File: src/rtl/btn_input_conditioner_if.sv
// Pushbutton conditioner bus: raw levels and read strobe in, conditioned value and change pulse out.
interface btn_input_conditioner_if;
    logic [3:0] btn_raw;
    logic       rd_strobe;
    logic [3:0] btn_out;
    logic       btn_change;

    modport master (
        output btn_raw,
        output rd_strobe,
        input  btn_out,
        input  btn_change
    );

    modport slave (
        input  btn_raw,
        input  rd_strobe,
        output btn_out,
        output btn_change
    );
endinterface

File: src/rtl/btn_input_conditioner.sv
// Synchronizes and debounces four pushbuttons for the core's IN port.
// Define BTN_EDGE_LATCH_EN to present sticky press latches (cleared by rd_strobe) instead of levels.
module btn_input_conditioner #(
    parameter int DEBOUNCE_CYCLES = 16
) (
    input  logic                    clk,
    input  logic                    reset,
    btn_input_conditioner_if.slave  bus
);
    localparam int CW = (DEBOUNCE_CYCLES > 1) ? $clog2(DEBOUNCE_CYCLES) : 1;
    localparam logic [CW-1:0] COUNT_MAX = CW'(DEBOUNCE_CYCLES - 1);

    logic [3:0]         sync1_reg;
    logic [3:0]         sync2_reg;
    logic [3:0]         stable_reg;
    logic [3:0]         stable_next;
    logic [3:0][CW-1:0] count_reg;
    logic [3:0][CW-1:0] count_next;
    logic               btn_change_reg;

    // A counter only advances while the synchronized level disagrees with the
    // accepted one; any agreement restarts it, so bounces never accumulate.
    generate
        for (genvar gi = 0; gi < 4; gi++) begin : g_bit
            logic mismatch;
            logic at_max;

            assign mismatch = sync2_reg[gi] ^ stable_reg[gi];
            assign at_max   = (count_reg[gi] == COUNT_MAX);

            assign count_next[gi]  = (mismatch && !at_max) ? count_reg[gi] + CW'(1) : '0;
            assign stable_next[gi] = (mismatch && at_max) ? sync2_reg[gi] : stable_reg[gi];
        end
    endgenerate

    always_ff @(posedge clk or posedge reset) begin
        if (reset) begin
            sync1_reg      <= '0;
            sync2_reg      <= '0;
            stable_reg     <= '0;
            count_reg      <= '0;
            btn_change_reg <= 1'b0;
        end else begin
            sync1_reg      <= bus.btn_raw;
            sync2_reg      <= sync1_reg;
            stable_reg     <= stable_next;
            count_reg      <= count_next;
            btn_change_reg <= |(stable_next ^ stable_reg);
        end
    end

    assign bus.btn_change = btn_change_reg;

`ifdef BTN_EDGE_LATCH_EN
    logic [3:0] press_reg;
    logic [3:0] press_next;

    // A fresh press outranks a same-edge read clear so it is never lost.
    assign press_next = (press_reg & ~{4{bus.rd_strobe}}) | (stable_next & ~stable_reg);

    always_ff @(posedge clk or posedge reset) begin
        if (reset) begin
            press_reg <= '0;
        end else begin
            press_reg <= press_next;
        end
    end

    assign bus.btn_out = press_reg;
`else
    logic rd_strobe_unused;

    assign rd_strobe_unused = bus.rd_strobe;
    assign bus.btn_out      = stable_reg;
`endif

endmodule
File: src/flat_wrapper.sv
// flat-port wrapper written by rule: the top's interface ports become plain ports
module btn_input_conditioner_flat 
#(
    parameter int DEBOUNCE_CYCLES = 16
)
  (clk, reset, bus_btn_raw, bus_rd_strobe, bus_btn_out, bus_btn_change);
  btn_input_conditioner_if bus_i ();
  input  logic clk;
  input  logic reset;
  input wire logic [$bits(bus_i.btn_raw)-1:0] bus_btn_raw;
  input wire logic [$bits(bus_i.rd_strobe)-1:0] bus_rd_strobe;
  output wire logic [$bits(bus_i.btn_out)-1:0] bus_btn_out;
  output wire logic [$bits(bus_i.btn_change)-1:0] bus_btn_change;
  assign bus_i.btn_raw = bus_btn_raw;
  assign bus_i.rd_strobe = bus_rd_strobe;
  assign bus_btn_out = bus_i.btn_out;
  assign bus_btn_change = bus_i.btn_change;
  btn_input_conditioner #(.DEBOUNCE_CYCLES(DEBOUNCE_CYCLES)) u_core (.clk(clk), .reset(reset), .bus(bus_i));
endmodule
File: config.mk
export PLATFORM = sky130hd
export DESIGN_NAME = btn_input_conditioner_flat
export DESIGN_NICKNAME = d
export VERILOG_FILES = /design/src/rtl/btn_input_conditioner_if.sv /design/src/rtl/btn_input_conditioner.sv /design/src/flat_wrapper.sv
export SDC_FILE = /design/constraint.sdc
export NUM_CORES = 1
export LEC_CHECK = 0
export ABC_AREA = 1
export CAP_MARGIN = 20
export CORE_MARGIN = 2
export CORE_UTILIZATION = 59
export DETAILED_ROUTE_END_ITERATION = 8
export PLACE_DENSITY = 0.82
export SYNTH_ARGS = -nofsm -noshare
export SYNTH_HDL_FRONTEND = slang
export SYNTH_SLANG_ARGS = --single-unit
File: constraint.sdc
create_clock -name clk -period 3.35 [get_ports clk]
set_clock_uncertainty 0.05 [all_clocks]
set_input_delay 0.67 -clock clk [delete_from_list [all_inputs] [get_ports clk]]
set_output_delay 0.67 -clock clk [all_outputs]
set_load 0.05 [all_outputs]
==> impl_results.md <==
* Row count at 16
* Number of violations of the max-capacitance limit at 0
* Critical path type: reg2out
* # fillers at 140
* Maximum number of pins on one net before global-route repair at 30
* Average routed wire per standard cell at 9.84 microns
* Post-DP HPWL at 1370 microns
* Die Y-Extent at 50.4 microns
* Maximum net fanout on the critical path at 3
* Hold Crit Class: reg2reg
* Worst reg2reg setup slack at 2.19 ns
* CTS clk-pin slew, worst paths at 0.08 ns
* Register bit total from synthesis at 29
* Commonest cells after routing, fill and taps aside: sky130_fd_sc_hd__inv_1 (31), sky130_fd_sc_hd__dfrtp_1 (29), sky130_fd_sc_hd__nand2_1 (27)
* Highest cell delay on the worst timing path at 0.81 ns
* Syn Std Cell Area at 0.00127 sq mm
* Origin of the worst setup path: u_core.bus.btn_out[0]
* Starting density of the core at 63.4%
* Synth top area share at 57.2%
* CP cell instances: clkdlybuf4s50_1
* Net count, final at 164
* Average vias per placed instance at 4.69
* Relative slew slack at 67.0%
* All-layer global routing usage at 18.3%
* Routability congestion estimate from global placement at 0.710
* DRC viols at 0
* Number of iterations in the first detailed-routing pass at 4
* Origin of the critical flop-to-flop path: u_core.count_reg[12]
* Dominant delay contributor by cell family on the critical path: buffers and inverters
* Final count of pins violating max slew at 0
* Horizontal die dimension at 50.4 microns
* CTS root buf: sky130_fd_sc_hd__clkbuf_4
* Final critical-path required period at 2.22 ns
* Global-route wire length before repair at 3360 microns
* Required time of the critical path at 2.63 ns
* Num CTS Buffers at 5
* Core region area at 0.00200 sq mm
* Cell count after synthesis at 135
* Cell with the biggest individual delay on the critical path: sky130_fd_sc_hd__clkdlybuf4s50_1
* Number of stages on the worst hold path at 0
* Number of cells on the worst reg-to-reg path at 6
* Cell Count Post-Placement at 173
* # IOs at 12
* Syn Nets at 146
* Aggregate negative setup slack at 0 ns
* Worst voltage drop across the vdd grid at 0.000296 V
* Most common cell after layout, fill and taps aside: sky130_fd_sc_hd__inv_1
* Maximum number of buffers from clock root to sink at 2
* Remaining antenna violation count at 0
* Flip-flop count of the largest register after layout at 16
* Critical Path Stages at 1
* CP Capture Point: bus_btn_out[0]
* Status: finished clean
* Number of endpoints with negative hold slack in the final report at 0
* Reg-to-reg endpoint: u_core.count_reg[14]
* Non-filler cells in the finished layout at 180
* CTS resizes at 0
* Sequential-to-total area share from yosys stat at 57.2%
* Post-Route WL at 1770 microns
* Power consumption at 621 uW
* Count of input and output buffers at 10
* Area leader, netlist: sky130_fd_sc_hd__dfrtp_1
* Post-CTS setup buffers at 0
* Fmax at 0.449 GHz
* TritonCTS clock tree: yes
* Distinct cells, synth at 10
* Fin crit share at 66.4%
* Static leakage at 0.731 nW
* Share of the core filled with cells in the final layout at 73.2%
* Endpoint type of the worst setup path: output port
* Vias at 844
* Startpoint class of the critical path: register
* Antenna diode count at 0
* Leading cell types by total area after synthesis: sky130_fd_sc_hd__dfrtp_1 (57%), sky130_fd_sc_hd__inv_1 (9.2%), sky130_fd_sc_hd__nand2_1 (8.0%)
* Power Dens Cells at 424 mW/mm^2
* Slew at the pin with the worst max-slew slack at 0.494 ns
* Clock sinks at 29
* Initial antenna violation count at 0
* Clock latency reported for the late side of the worst-skew pair at 0.31 ns
* Worst Path Arrival at 1.50 ns
* Average cell area after synthesis at 9.40 sq um
* Share of cells above drive strength 1 at 17.6%
* GRT overflow at 0
* Unrepaired setup endpoints after global routing: no
* Number of design-rule violations left by the first detailed-router iteration at 11
* CTS Hold Buffers Added at 0
* Via count of the first global-routing pass at 874
* Count of H-tree levels built during CTS at 2
* Count of final setup violators at 0
* DIE AREA at 0.00254 sq mm
* Warning count from the yosys run at 0
* Number of buffers and inverters on the critical path at 1
* Area delta synth->final at 15.5%
==> cells by family (layout without fill, tap and decap cells) <==
kind of cell	count (synthesis)	after routing	share of synthesized area (%)
DFF	29	29	57.2
buffers and inverters	31	49	9.17
AOI/OAI and AO/OA	4	4	1.58
and+or+nand+nor	67	67	28.1
adders and majority gates	4	4	3.94
==> Yosys cell counts, drive strengths merged <==
cell   number
nand2      35
inv        31
dfrtp      29
nor2       20
nor3        8
ha          4
nand3       4
o21ai       4
==> report_power, final <==
group | internal, mW | leakage [nW] | switching, mW
registers | 0.366 | 0.376 | 0.0105
clock network | 0.0989 | 0.0314 | 0.102
logic | 0.0182 | 0.323 | 0.0252
total | 0.483 | 0.731 | 0.138
==> worst min path at each step <==
| stage | slack (ns) | endpoint | from |
|---|---|---|---|
| global route | 0.31 | u_core.sync2_reg[0] | u_core.sync1_reg[0] |
| floorplan | 0.28 | u_core.sync2_reg[0] | u_core.sync1_reg[0] |
| CTS | 0.31 | u_core.sync2_reg[2] | u_core.sync1_reg[2] |
| global placement | 0.28 | u_core.sync2_reg[3] | u_core.sync1_reg[3] |
| finish | 0.30 | u_core.sync2_reg[2] | u_core.sync1_reg[2] |
| detailed placement | 0.29 | u_core.sync2_reg[2] | u_core.sync1_reg[2] |
==> cell type report <==
type / count / area [sq um] / share of cell area [%]
flip-flops and latches: 29 / 726 / 49.5
multi-input cells: 75 / 427 / 29.1
inverters: 31 / 116 / 7.94
repair buffers: 11 / 108 / 7.34
clock buffers: 7 / 55.1 / 3.76
well taps: 27 / 33.8 / 2.31
==> per-stage QoR <==
stage | instance area (sq um) | setup WS, ns | hold slack [ns]
after floorplan | 1270 | 2.02 | 0.281
after global placement | 1410 | 1.47 | 0.282
after detailed placement | 1410 | 1.46 | 0.289
after CTS | 1470 | 1.11 | 0.308
after global routing | 1470 | 1.06 | 0.314
final | 1470 | 1.13 | 0.304
==> metal layers <==
layer	routed length (microns)	track usage, %	vias to the layer above
met3	69	6.25	5
li1	-	-	433
met2	894	31.4	13
met4	36	9.46	0
met1	770	19.9	393
met5	0	0	-
(Power assumes the default switching activity.)
